`src/rtl/arb_pkg.sv`:
```
// Shared types and constants for the data-RAM arbiter.
package arb_pkg;
   localparam int DMEM_ADDR_W  = 12;
   localparam int DMEM_DATA_W  = 32;
   localparam int DEF_MAX_WAIT = 4;

   typedef enum logic [1:0] {
      OWN_NONE = 2'd0,
      OWN_CPU  = 2'd1,
      OWN_VID  = 2'd2
   } owner_e;
endpackage

```
`src/rtl/dmem_arbiter_if.sv`:
```
// Processor port, VGA fetch port and RAM port of the data-RAM arbiter.
interface dmem_arbiter_if;
   import arb_pkg::*;

   logic                   cpu_req;
   logic                   cpu_wen;
   logic [DMEM_ADDR_W-1:0] cpu_addr;
   logic [DMEM_DATA_W-1:0] cpu_wdata;
   logic                   cpu_gnt;
   logic                   cpu_rvalid;
   logic [DMEM_DATA_W-1:0] cpu_rdata;

   logic                   vid_req;
   logic [DMEM_ADDR_W-1:0] vid_addr;
   logic                   vid_gnt;
   logic                   vid_rvalid;
   logic [DMEM_DATA_W-1:0] vid_rdata;

   logic                   ram_wen;
   logic [DMEM_ADDR_W-1:0] ram_addr;
   logic [DMEM_DATA_W-1:0] ram_wdata;
   logic [DMEM_DATA_W-1:0] ram_rdata;

   // master: requesters plus RAM instance; slave: the arbiter
   modport master (
      output cpu_req, cpu_wen, cpu_addr, cpu_wdata, vid_req, vid_addr, ram_rdata,
      input  cpu_gnt, cpu_rvalid, cpu_rdata, vid_gnt, vid_rvalid, vid_rdata,
             ram_wen, ram_addr, ram_wdata
   );

   modport slave (
      input  cpu_req, cpu_wen, cpu_addr, cpu_wdata, vid_req, vid_addr, ram_rdata,
      output cpu_gnt, cpu_rvalid, cpu_rdata, vid_gnt, vid_rvalid, vid_rdata,
             ram_wen, ram_addr, ram_wdata
   );
endinterface

```
`src/rtl/arb_starve_ctr.sv`:
```
// Saturating wait counter for the VGA side; at_limit forces a VGA grant.
module arb_starve_ctr #(
   parameter int MAX_WAIT = 4
) (
   input  logic clock,
   input  logic reset,
   input  logic clr,
   input  logic inc,
   output logic at_limit
);
   localparam logic [3:0] LIMIT = 4'(MAX_WAIT);

   logic [3:0] cnt;

   always_ff @(posedge clock or negedge reset) begin
      if (!reset)
         cnt <= '0;
      else if (clr)
         cnt <= '0;
      else if (inc && (cnt != LIMIT))
         cnt <= cnt + 4'd1;
   end

   assign at_limit = (cnt == LIMIT);
endmodule

```
`src/rtl/dmem_arbiter.sv`:
```
// Shares the single-port data RAM between the processor (priority) and the
// VGA fetcher, with a bounded wait for the VGA side.
module dmem_arbiter
   import arb_pkg::*;
#(
   parameter int MAX_WAIT = DEF_MAX_WAIT
) (
   input  logic           clock,
   input  logic           reset,
   dmem_arbiter_if.slave  bus
);
   logic                   at_limit;
   logic                   force_vid;
   logic                   cpu_gnt;
   logic                   vid_gnt;
   logic                   ram_wen;
   logic [DMEM_ADDR_W-1:0] ram_addr;
   logic [DMEM_DATA_W-1:0] ram_wdata;
   logic [DMEM_ADDR_W-1:0] last_addr;
   owner_e                 rd_owner;
   owner_e                 rd_owner_nxt;

   // grants are qualified by reset so nothing reaches the RAM while it is low
   assign force_vid = bus.vid_req && at_limit;
   assign vid_gnt   = reset && bus.vid_req && (force_vid || !bus.cpu_req);
   assign cpu_gnt   = reset && bus.cpu_req && !force_vid;

   arb_starve_ctr #(.MAX_WAIT(MAX_WAIT)) u_starve (
      .clock    (clock),
      .reset    (reset),
      .clr      (vid_gnt || !bus.vid_req),
      .inc      (bus.vid_req && !vid_gnt),
      .at_limit (at_limit)
   );

   always_comb begin
      ram_wen      = 1'b0;
      ram_addr     = last_addr;
      ram_wdata    = '0;
      rd_owner_nxt = OWN_NONE;
      if (cpu_gnt) begin
         ram_wen   = bus.cpu_wen;
         ram_addr  = bus.cpu_addr;
         ram_wdata = bus.cpu_wdata;
         if (!bus.cpu_wen)
            rd_owner_nxt = OWN_CPU;
      end else if (vid_gnt) begin
         ram_addr     = bus.vid_addr;
         rd_owner_nxt = OWN_VID;
      end
   end

   always_ff @(posedge clock or negedge reset) begin
      if (!reset) begin
         rd_owner  <= OWN_NONE;
         last_addr <= '0;
      end else begin
         rd_owner  <= rd_owner_nxt;
         last_addr <= ram_addr;
      end
   end

   assign bus.cpu_gnt    = cpu_gnt;
   assign bus.vid_gnt    = vid_gnt;
   assign bus.ram_wen    = ram_wen;
   assign bus.ram_addr   = ram_addr;
   assign bus.ram_wdata  = ram_wdata;
   assign bus.cpu_rvalid = (rd_owner == OWN_CPU);
   assign bus.vid_rvalid = (rd_owner == OWN_VID);
   assign bus.cpu_rdata  = bus.ram_rdata;
   assign bus.vid_rdata  = bus.ram_rdata;
endmodule

```
`src/flat_wrapper.sv`:
```
// flat-port wrapper written by rule: the top's interface ports become plain ports
module dmem_arbiter_flat import arb_pkg::*;
#(
   parameter int MAX_WAIT = DEF_MAX_WAIT
)
  (clock, reset, bus_cpu_req, bus_cpu_wen, bus_cpu_addr, bus_cpu_wdata, bus_vid_req, bus_vid_addr, bus_ram_rdata, bus_cpu_gnt, bus_cpu_rvalid, bus_cpu_rdata, bus_vid_gnt, bus_vid_rvalid, bus_vid_rdata, bus_ram_wen, bus_ram_addr, bus_ram_wdata);
  dmem_arbiter_if bus_i ();
  input  logic clock;
  input  logic reset;
  input wire logic [$bits(bus_i.cpu_req)-1:0] bus_cpu_req;
  input wire logic [$bits(bus_i.cpu_wen)-1:0] bus_cpu_wen;
  input wire logic [$bits(bus_i.cpu_addr)-1:0] bus_cpu_addr;
  input wire logic [$bits(bus_i.cpu_wdata)-1:0] bus_cpu_wdata;
  input wire logic [$bits(bus_i.vid_req)-1:0] bus_vid_req;
  input wire logic [$bits(bus_i.vid_addr)-1:0] bus_vid_addr;
  input wire logic [$bits(bus_i.ram_rdata)-1:0] bus_ram_rdata;
  output wire logic [$bits(bus_i.cpu_gnt)-1:0] bus_cpu_gnt;
  output wire logic [$bits(bus_i.cpu_rvalid)-1:0] bus_cpu_rvalid;
  output wire logic [$bits(bus_i.cpu_rdata)-1:0] bus_cpu_rdata;
  output wire logic [$bits(bus_i.vid_gnt)-1:0] bus_vid_gnt;
  output wire logic [$bits(bus_i.vid_rvalid)-1:0] bus_vid_rvalid;
  output wire logic [$bits(bus_i.vid_rdata)-1:0] bus_vid_rdata;
  output wire logic [$bits(bus_i.ram_wen)-1:0] bus_ram_wen;
  output wire logic [$bits(bus_i.ram_addr)-1:0] bus_ram_addr;
  output wire logic [$bits(bus_i.ram_wdata)-1:0] bus_ram_wdata;
  assign bus_i.cpu_req = bus_cpu_req;
  assign bus_i.cpu_wen = bus_cpu_wen;
  assign bus_i.cpu_addr = bus_cpu_addr;
  assign bus_i.cpu_wdata = bus_cpu_wdata;
  assign bus_i.vid_req = bus_vid_req;
  assign bus_i.vid_addr = bus_vid_addr;
  assign bus_i.ram_rdata = bus_ram_rdata;
  assign bus_cpu_gnt = bus_i.cpu_gnt;
  assign bus_cpu_rvalid = bus_i.cpu_rvalid;
  assign bus_cpu_rdata = bus_i.cpu_rdata;
  assign bus_vid_gnt = bus_i.vid_gnt;
  assign bus_vid_rvalid = bus_i.vid_rvalid;
  assign bus_vid_rdata = bus_i.vid_rdata;
  assign bus_ram_wen = bus_i.ram_wen;
  assign bus_ram_addr = bus_i.ram_addr;
  assign bus_ram_wdata = bus_i.ram_wdata;
  dmem_arbiter #(.MAX_WAIT(MAX_WAIT)) u_core (.clock(clock), .reset(reset), .bus(bus_i));
endmodule
```
`config.mk`:
```
export PLATFORM = sky130hd
export DESIGN_NAME = dmem_arbiter_flat
export DESIGN_NICKNAME = d
export VERILOG_FILES = /design/src/rtl/arb_pkg.sv /design/src/rtl/dmem_arbiter_if.sv /design/src/rtl/arb_starve_ctr.sv /design/src/rtl/dmem_arbiter.sv /design/src/flat_wrapper.sv
export SDC_FILE = /design/constraint.sdc
export NUM_CORES = 1
export LEC_CHECK = 0
export ABC_AREA = 1
export ABC_CLOCK_PERIOD_IN_PS = 1800
export CAP_MARGIN = 20
export CORE_UTILIZATION = 28
export CTS_CLUSTER_SIZE = 8
export DETAILED_ROUTE_END_ITERATION = 10
export HOLD_SLACK_MARGIN = 0.03
export PLACE_DENSITY = 0.9
export SYNTH_ARGS = -nofsm -noshare
export SYNTH_HDL_FRONTEND = slang
export SYNTH_HIERARCHICAL = 1
export SYNTH_SLANG_ARGS = --single-unit
```
`constraint.sdc`:
```
create_clock -name clock -period 1.8 [get_ports clock]
set_input_delay 0.36 -clock clock [delete_from_list [all_inputs] [get_ports clock]]
set_output_delay 0.36 -clock clock [all_outputs]
set_load 0.01 [all_outputs]
```
After elaboration in Yosys (flattened, before gate mapping):

Index checks and enable logic that the tools add are counted.

* input bits: 93
* word-level logic and storage cells: 31
* flip-flop bits (word level): 18
* output and inout bits: 113

* $add $sub $neg: 1
* eq/ne operators: 4
* mux-type cells: 9
* reductions and logical operators: 14

Operators by type and width (count)
* $mux W32: 1
* $mux W12: 2
* $mux W4: 2
* $logic_and A1 B1 Y1: 7
* $add A4 B1 Y4 const B: 1
* $eq A4 B3 Y1 const B: 1
* $logic_not A1 Y1: 4
* $mux W2: 2
* $ne A4 B3 Y1 const B: 1
* $eq A2 B1 Y1 const B: 1
* $eq A2 B2 Y1 const B: 1
* $logic_or A1 B1 Y1: 2
* $mux W1: 2
* $reduce_bool A2 Y1: 1

Logic depth before layout (Yosys ltp):

Gate-level depths: netlist of run 1.

* depth after elaboration: 9
* gate-level depth with buffers: 12
* depth with buffers taken out: 12

By module:

The synthesis of run 1 kept the hierarchy.

Modules (own cells, without submodules)
* dmem_arbiter: cells each 243, seq. area each 350.3 µm², times used 1, area each 1582.8 µm²
* arb_starve_ctr: cells each 32, seq. area each 100.1 µm², times used 1, area each 252.7 µm²

Worst setup path after synthesis of run 1:

Ideal clock, no wire load.

* kind: flip-flop to output port
* from: register u_core.u_starve.cnt[0]
* to: output port bus_ram_wdata[12]
* arrival time: 1418 ps
* buffers on the path: 1
* setup slack: 22 ps
* data required time: 1440 ps
* cell stages (with the launch flop): 11
* cells stage by stage: dfrtp_1 inv_1 ha_1 nand2_1 nor2_2 nand2_2 inv_2 nor2_4 inv_2 buf_6 nor2_1

* word-level cells in the longest chain between the ends: 5

Ends and longest elaborated chain
* start, declared: line arb_starve_ctr.sv:13 `logic [3:0] cnt;`
* start signal, assigned: line arb_starve_ctr.sv:21 `cnt <= cnt + 4'd1;`
* $eq A4 B3 Y1: line arb_starve_ctr.sv:24 `assign at_limit = (cnt == LIMIT);`
* net u_core.at_limit: line dmem_arbiter.sv:12 `logic at_limit;`
* $logic_and A1 B1 Y1: line dmem_arbiter.sv:24 `assign force_vid = bus.vid_req && at_limit;`
* $logic_not A1 Y1: line dmem_arbiter.sv:26 `assign cpu_gnt = reset && bus.cpu_req && !force_vid;`
* $logic_and A1 B1 Y1: line dmem_arbiter.sv:26
* $mux W32: line dmem_arbiter.sv:41 `if (cpu_gnt) begin`
* end, declared: line flat_wrapper.sv:25 `output wire logic [$bits(bus_i.ram_wdata)-1:0] bus_ram_wdata;`

The timed path passes the listed nets, and every way through them passes these cells.

Worst setup path after layout of run 1:

* from: register u_core.u_starve.cnt[1]
* to: output port bus_ram_addr[1]

* word-level cells in the longest chain between the ends: 6
* elaborated cells between the ends (all ways): 8
* those cells by class: eq/ne: 1; mux: 2; reduce/logical: 5

Ends and longest elaborated chain
* $eq A4 B3 Y1 (*): line arb_starve_ctr.sv:24
* net u_core.at_limit: line dmem_arbiter.sv:12
* $logic_and A1 B1 Y1 (*): line dmem_arbiter.sv:24
* $logic_or A1 B1 Y1: line dmem_arbiter.sv:25 `assign vid_gnt = reset && bus.vid_req && (force_vid || !bus.cpu_req);`
* $logic_and A1 B1 Y1: line dmem_arbiter.sv:25
* $mux W12: line dmem_arbiter.sv:47 `end else if (vid_gnt) begin`
* $mux W12 (*): line dmem_arbiter.sv:41
* end, declared: line flat_wrapper.sv:24 `output wire logic [$bits(bus_i.ram_addr)-1:0] bus_ram_addr;`

The timed path passes the listed nets; every way through them passes the cells marked *.

==> run summary, run 1 <==
Outcome = finished, violations left
Failing checks = setup timing
Crit path kind = flip-flop to output port
WL final = 6821 um
Die footprint = 6883 um2
CP cell instances = inv_2 > ha_4 > nand2_4 > nor2_4 > nand2_2 > inv_2 > nor2_4 > buf_12 > clkbuf_16 > nor2_2 > nand2_1 > nand2_2 > buf_6
Pre-Repair DR Iteration Count = 4
Die width = 82.97 um
I/O pins = 206
Commonest non-fill, non-tap cell in the layout = clkdlybuf4s50_1
Clock root buffer = clkbuf_8
CP max stage cell = dfrtp_1
Placeable Area = 6350 um2
Largest stage delay, worst path = 0.40 ns
Chip Height = 82.97 um
Share of cells above drive strength 1 = 44.85%
Cell count after synthesis = 275
PortBufs = 109
Met2 Resource Use GR = 38.38%
Netlist cell types = 18
Antenna cell count = 0
Remaining DRCs = 0
R2R Path End = u_core/last_addr[7]$_DFF_PN0_
Tcrit/Tclk final = 123.3%
Global Route met3 Usage = 5.070%
Commonest non-fill, non-tap cells in the layout = clkdlybuf4s50_1 (62), buf_4 (42), inv_1 (40), nand2_1 (36), nor2_2 (26)
Total nets after synthesis = 370
Clk_lat worst skew = 0.25 ns
Max Cap Viol = 0
Setup crit start kind = flip-flop
Hold-fix buffers at CTS = 0
Iteration-0 DRC Markers = 52
First-pass GRT wire length = 10,360 um
Vias = 1,967
Setup violators final = 51
M1 GR Usage = 18.95%
Hold Path Class = input port to async pin
WL/cell = 14.96 um
Vias in the first global route = 2,011
Initial Util = 28.91%
Avg Cell Area, Syn = 6.675 um2
Hpwl dp = 5010 um
WP data arrival = 1.86 ns
Final Max Tran Viols = 0
Final clock skew = 0.007605 ns
Worst r2r src = u_core/u_starve/cnt[1]$_DFFE_PN0P_
Worst Reg-to-Reg Cells = 14
Fin worst setup slack = -0.4194 ns
Worst-path maximum fanout = 5
# fillers = 569
Static leakage = 0.001650 uW
Flops & latches, synth = 18
Ys Warns = 6
Crit path required time = 1.44 ns
Initial antenna violation count = 0
Worst slew pin tran = 0.2485 ns
Layout Nets = 475
Clk sinks = 18
CTS Buffer Depth = 2
Overall Global Routing Usage = 18.76%
Critical path's top delay family = buffers and inverters
Crit path capture type = output port
Seq/Total Area, Yosys = 24.54%
Synth-to-layout area growth = 79.75%
Power Dens Cells = 474.3 nW/um2
Routed Antenna Nets = 0
Top Usage Layer GRT = met2
Minimum clock period after layout = 2.219 ns
Clock transition at the registers of the reported paths = 0.08 ns
Routability cong. = 0.7160
Fmax = 450.6 MHz
Hold Vio Cnt, Final = 0
RSZ-0062 raised after global routing = true
Worst vdd ir = 620.2 uV
Relative slew slack = 83.43%
Grt ovf = 0
CTS tree = yes
Total CTS buffers = 3
Mapped Area = 1836 um2
H-tree levels = 1
Final Util = 51.96%
Pin count of the biggest net entering global routing = 22
CP Buf/Inv Count = 5
Num rows = 29
Fin Hold WS = 0.4370 ns
R2R Setup Slk = -0.09 ns
Vias/cell = 4.314
-- sequential cells by signal, summed over array words and instances, names as in the netlist --
signal,cells
u_core/rd_owner,2
u_core/last_addr,12
u_core/u_starve/cnt,4
-- power breakdown --
part | internal (uW) | switching (uW)
combinational | 452 | 315
clock | 194 | 143
sequential | 447 | 14.4
total | 1090 | 472
-- cells in the mapped netlist, drive strengths merged --
master  instances  area share [%]
inv            45             9.2
nand3b         12             4.9
or2             1            0.34
buf            73              30
ha              2             1.4
nand3           3            0.82
nor2           53              13
a21oi          14             3.8
nand2          48              10
dfrtp          18              25
o21ai           3            0.82
nand4           3             1.0
-- logic make-up (layout without fill, tap and decap cells) --
logic type | count (synthesis) | in the layout | share of synthesized area (%)
and+or+nand+nor | 120 | 120 | 30.33
AOI/OAI and AO/OA | 17 | 17 | 4.635
buffers and inverters | 118 | 222 | 39.13
DFF | 18 | 18 | 24.54
adders and majority gates | 2 | 2 | 1.363
-- final cells by class --
type | instances | area, um2 | share of cell area [%]
Multi-Input combinational cell | 139 | 820.8 | 24.88
Timing Repair Buffer | 173 | 1708 | 51.76
Tap cell | 77 | 96.34 | 2.920
Inverter | 45 | 168.9 | 5.119
Clock buffer | 4 | 55.05 | 1.669
Sequential cell | 18 | 450.4 | 13.65
-- worst max path at each step --
stage,startpoint,endpoint,slack (ns),depth (start not counted)
final,u_core/u_starve/cnt[1]$_DFFE_PN0P_,bus_ram_addr[1],-0.42,13
after global routing,u_core/u_starve/cnt[1]$_DFFE_PN0P_,bus_ram_addr[2],-0.49,12
after CTS,u_core/u_starve/cnt[1]$_DFFE_PN0P_,bus_ram_addr[5],-0.37,12
after detailed placement,reset,bus_ram_addr[2],-0.66,7
after global placement,reset,bus_ram_wdata[24],-0.66,7
after floorplan,u_core/u_starve/cnt[0]$_DFFE_PN0P_,bus_ram_wdata[12],0.02,10
-- routing by layer --
| layer | routed length, um | part of all wire, % |
|---|---|---|
| met4 | 47 | 0.69 |
| met2 | 3821 | 56 |
| met1 | 2429 | 36 |
| met5 | 0 | 0 |
| met3 | 523 | 7.7 |
-- through the flow --
| step | total power (uW) | cell area [um2] | setup WS (ns) | std cells | TNS (ns) |
|---|---|---|---|---|---|
| final | 1565 | 3299 | -0.4194 | 456 | -15.16 |
| after global routing | 1640 | 3299 | -0.4945 | 456 | -20.21 |
| after CTS | 1457 | 3104 | -0.3712 | 446 | -14.90 |
| after detailed placement | 1074 | 2781 | -0.6554 | 419 | -28.53 |
| after global placement | 1063 | 2781 | -0.6554 | 419 | -27.67 |
| after floorplan | 824.8 | 1836 | 0.02187 | 275 | 0 |
-- timing repair --
action / CTS / global route
endpoints found under the setup margin: 51 / 52
buffers inserted: 31 / 13
resized for setup: 208 / 34
gates cloned: 2 / 1
pin swaps: 17 / 17
Note: power is estimated with default switching activity, not from simulation.
==> inputs of run 2 (changes only) <==
- ABC_CLOCK_PERIOD_IN_PS: 1800 -> 2100
- clock period: 1.8 -> 2.1 ns (I/O delays scaled with it)
==> run 2 against run 1 <==
Compared with the run above:
- the run still ends with setup timing left
- clock power fell by 18%
- critical endpoint is now bus_ram_addr[4]
- largest cell class unchanged
- clock skew shrank 0.0013 ns
- first-iteration DRC count grew 3.8%
- die area did not move
==> run summary, run 2 (synthesized netlist as in run 1, its figures left out) <==
Outcome = finished, violations left
Failing checks = setup timing
Fin worst setup slack = -0.1654 ns (+0.2540 ns)
Routed Antenna Nets = 0 (unchanged)
Pin count of the biggest net entering global routing = 26 (+18%)
I/O pins = 206 (unchanged)
Placed cell area = 2701 um2 (-2.9%)
Final clock skew = 0.006305 ns (-0.001300 ns)
Initial antenna violation count = 0 (unchanged)
WP data arrival = 1.85 ns (about the same)
Hpwl dp = 5042 um (+0.63%)
Final Util = 55.17% (+3.2 points)
Grt ovf = 0 (unchanged)
Layout Nets = 474 (-0.21%)
Die width = 82.97 um (unchanged)
Switching power = 434.7 uW (-7.9%)
Hold Path Class = input port to async pin
Clock root buffer = clkbuf_8
Commonest non-fill, non-tap cells in the layout = clkdlybuf4s50_1 (62), buf_6 (49), nand2_1 (40), inv_1 (38), buf_4 (35)
Vias/cell = 4.499 (+4.3%)
R2R Path End = u_core/u_starve/cnt[2]$_DFFE_PN0P_
Setup TNS = -3.803 ns (+11.36 ns)
Reg area = 450.4 um2 (unchanged)
Clock transition at the registers of the reported paths = 0.07 ns (about the same)
Pre-Repair DR Iteration Count = 4 (unchanged)
Placeable Area = 6350 um2 (unchanged)
Die footprint = 6883 um2 (unchanged)
Largest registers = u_core/last_addr: 12 flops, u_core/u_starve/cnt: 4 flops, u_core/rd_owner: 2 flops
WL/cell = 16.03 um (+7.2%)
Worst setup endpoint = bus_ram_addr[4]
CTS Buffer Depth = 2 (unchanged)
Worst-path maximum fanout = 6 (+1)
Vias in the first global route = 2,229 (+11%)
Sequential share of power = 28.2% (-1.3 points)
Crit path kind = flip-flop to output port
First-pass GRT wire length = 11,020 um (+6.4%)
PortBufs = 109 (unchanged)
Initial Util = 28.91% (unchanged)
Worst vdd ir = 305.1 uV (-51%)
R2R Setup Slk = 0.04 ns (+0.13 ns)
Clk sinks = 18 (unchanged)
Worst setup startpoint = u_core/u_starve/cnt[0]$_DFFE_PN0P_
Chip Height = 82.97 um (unchanged)
Worst slew pin tran = 0.1914 ns (-0.05709 ns)
Final Max Tran Viols = 0 (unchanged)
Design Area, Final = 3503 um2 (+6.2%)
Power Dens Cells = 402.6 nW/um2 (-15%)
Max Cap Viol = 0 (unchanged)
Remaining DRCs = 0 (unchanged)
Relative slew slack = 87.21% (+3.8 points)
Fmax = 441.4 MHz
Hold Vio Cnt, Final = 0 (unchanged)
Num rows = 29 (unchanged)
Crit path capture type = output port
Antenna cell count = 0 (unchanged)
Worst r2r src = u_core/u_starve/cnt[0]$_DFFE_PN0P_
Iteration-0 DRC Markers = 54 (+3.8%)
Synth-to-layout area growth = 90.87%
# fillers = 549 (-3.5%)
Comb pwr share = 52.2% (+3.2 points)
Sw frac = 30.82% (+0.65 points)
PnR Total Power = 1410 uW (-9.9%)
H-tree levels = 1 (unchanged)
Max reg flops = 12 (unchanged)
Clk_lat worst skew = 0.25 ns (about the same)
Fin Hold WS = 0.5973 ns (+0.1603 ns)
CTS tree = yes
Setup violators final = 42 (-18%)
Clock Power Share = 19.7% (-1.8 points)
Share of cells above drive strength 1 = 47.35% (+2.5 points)
WL final = 7293 um (+6.9%)
RSZ-0062 raised after global routing = true
Largest Register = u_core/last_addr
Commonest non-fill, non-tap cell in the layout = clkdlybuf4s50_1
Worst Reg-to-Reg Cells = 16 (+2)
Setup crit start kind = flip-flop
Minimum clock period after layout = 2.265 ns
Int Pwr = 975.7 uW (-11%)
Total CTS buffers = 3 (unchanged)
Crit path required time = 1.68 ns (+0.24 ns)
Routability cong. = 0.7030 (-1.8%)
Hold-fix buffers at CTS = 0 (unchanged)
Overall Global Routing Usage = 19.97% (+1.2 points)
Vias = 2,047 (+4.1%)
Multi-input logic area = 962.2 um2 (+17%)
Static leakage = 0.001703 uW (+3.2%)
Tcrit/Tclk final = 107.9%
[run 2: cell count changes in the layout (fill, tap and decap cells not counted), sizes merged]
cell	previous run	this run
clkdlybuf4s15	19	0
buf	89	107
dlygate4sd2	1	0
inv	45	46
[run 2: how the worst min path moves through the flow]
| stage | from | slack, ns | end | cells past startpoint |
|---|---|---|---|---|
| after global routing | reset | 0.60 | u_core/last_addr[9]$_DFF_PN0_ | 3 |
| after floorplan | reset | 0.12 | u_core/last_addr[0]$_DFF_PN0_ | 0 |
| after CTS | reset | 0.49 | u_core/last_addr[9]$_DFF_PN0_ | 2 |
| final | reset | 0.60 | u_core/last_addr[9]$_DFF_PN0_ | 3 |
| after detailed placement | u_core/u_starve/cnt[1]$_DFFE_PN0P_ | 0.58 | u_core/u_starve/cnt[1]$_DFFE_PN0P_ | 2 |
| after global placement | u_core/u_starve/cnt[1]$_DFFE_PN0P_ | 0.56 | u_core/u_starve/cnt[1]$_DFFE_PN0P_ | 2 |
[run 2: final cells by class]
type,count,area share (%)
clock buffers,4,1.571
inverters,45,5.286
multi-input cells,139,27.46
flip-flops and latches,18,12.86
well taps,77,2.750
repair buffers,171,49.61
repair inverters,1,0.4643
[run 2: stage by stage]
step,std cells,worst slack (ns)
floorplan,275,0.2619
global placement,410,-0.4654
detailed placement,410,-0.4973
CTS,448,-0.2028
global route,455,-0.2537
finish,455,-0.1654
[run 2: repair_timing]
| item | in CTS | in global routing |
|---|---|---|
| resized for setup | 261 | 83 |
| endpoints found under the setup margin | 47 | 54 |
| pin swaps | 28 | 18 |
| buffers inserted | 31 | 9 |
| gates cloned | 3 | 1 |
| endpoints found under the hold margin | 0 | 0 |
[run 2: power groups by stage]
stage	clock network, uW	logic [uW]	registers [uW]
5_1_grt	301	786	400
6_report	277	736	397
2_1_floorplan	0	308	399
3_3_place_gp	0	495	399
3_5_place_dp	0	506	401
4_1_cts	283	637	396
[run 2: layer usage]
layer	wire [um]	track usage (%)	vias up
met5	0	0	-
met4	99	5.172	0
met3	550	5.268	13
met2	4143	40.39	127
met1	2499	19.64	949
li1	-	-	958
[run 2: worst max-delay path, stage by stage (launching register included)]
cell and delay, ns:
dfrtp_1 0.40, inv_2 0.09, ha_4 0.15, nand2_4 0.05, nor2_4 0.12, nand2_2 0.08
buf_6 0.14, nand2_8 0.06, buf_12 0.11, nand3b_1 0.10, nand2_1 0.09, nand2_1 0.07
buf_2 0.14
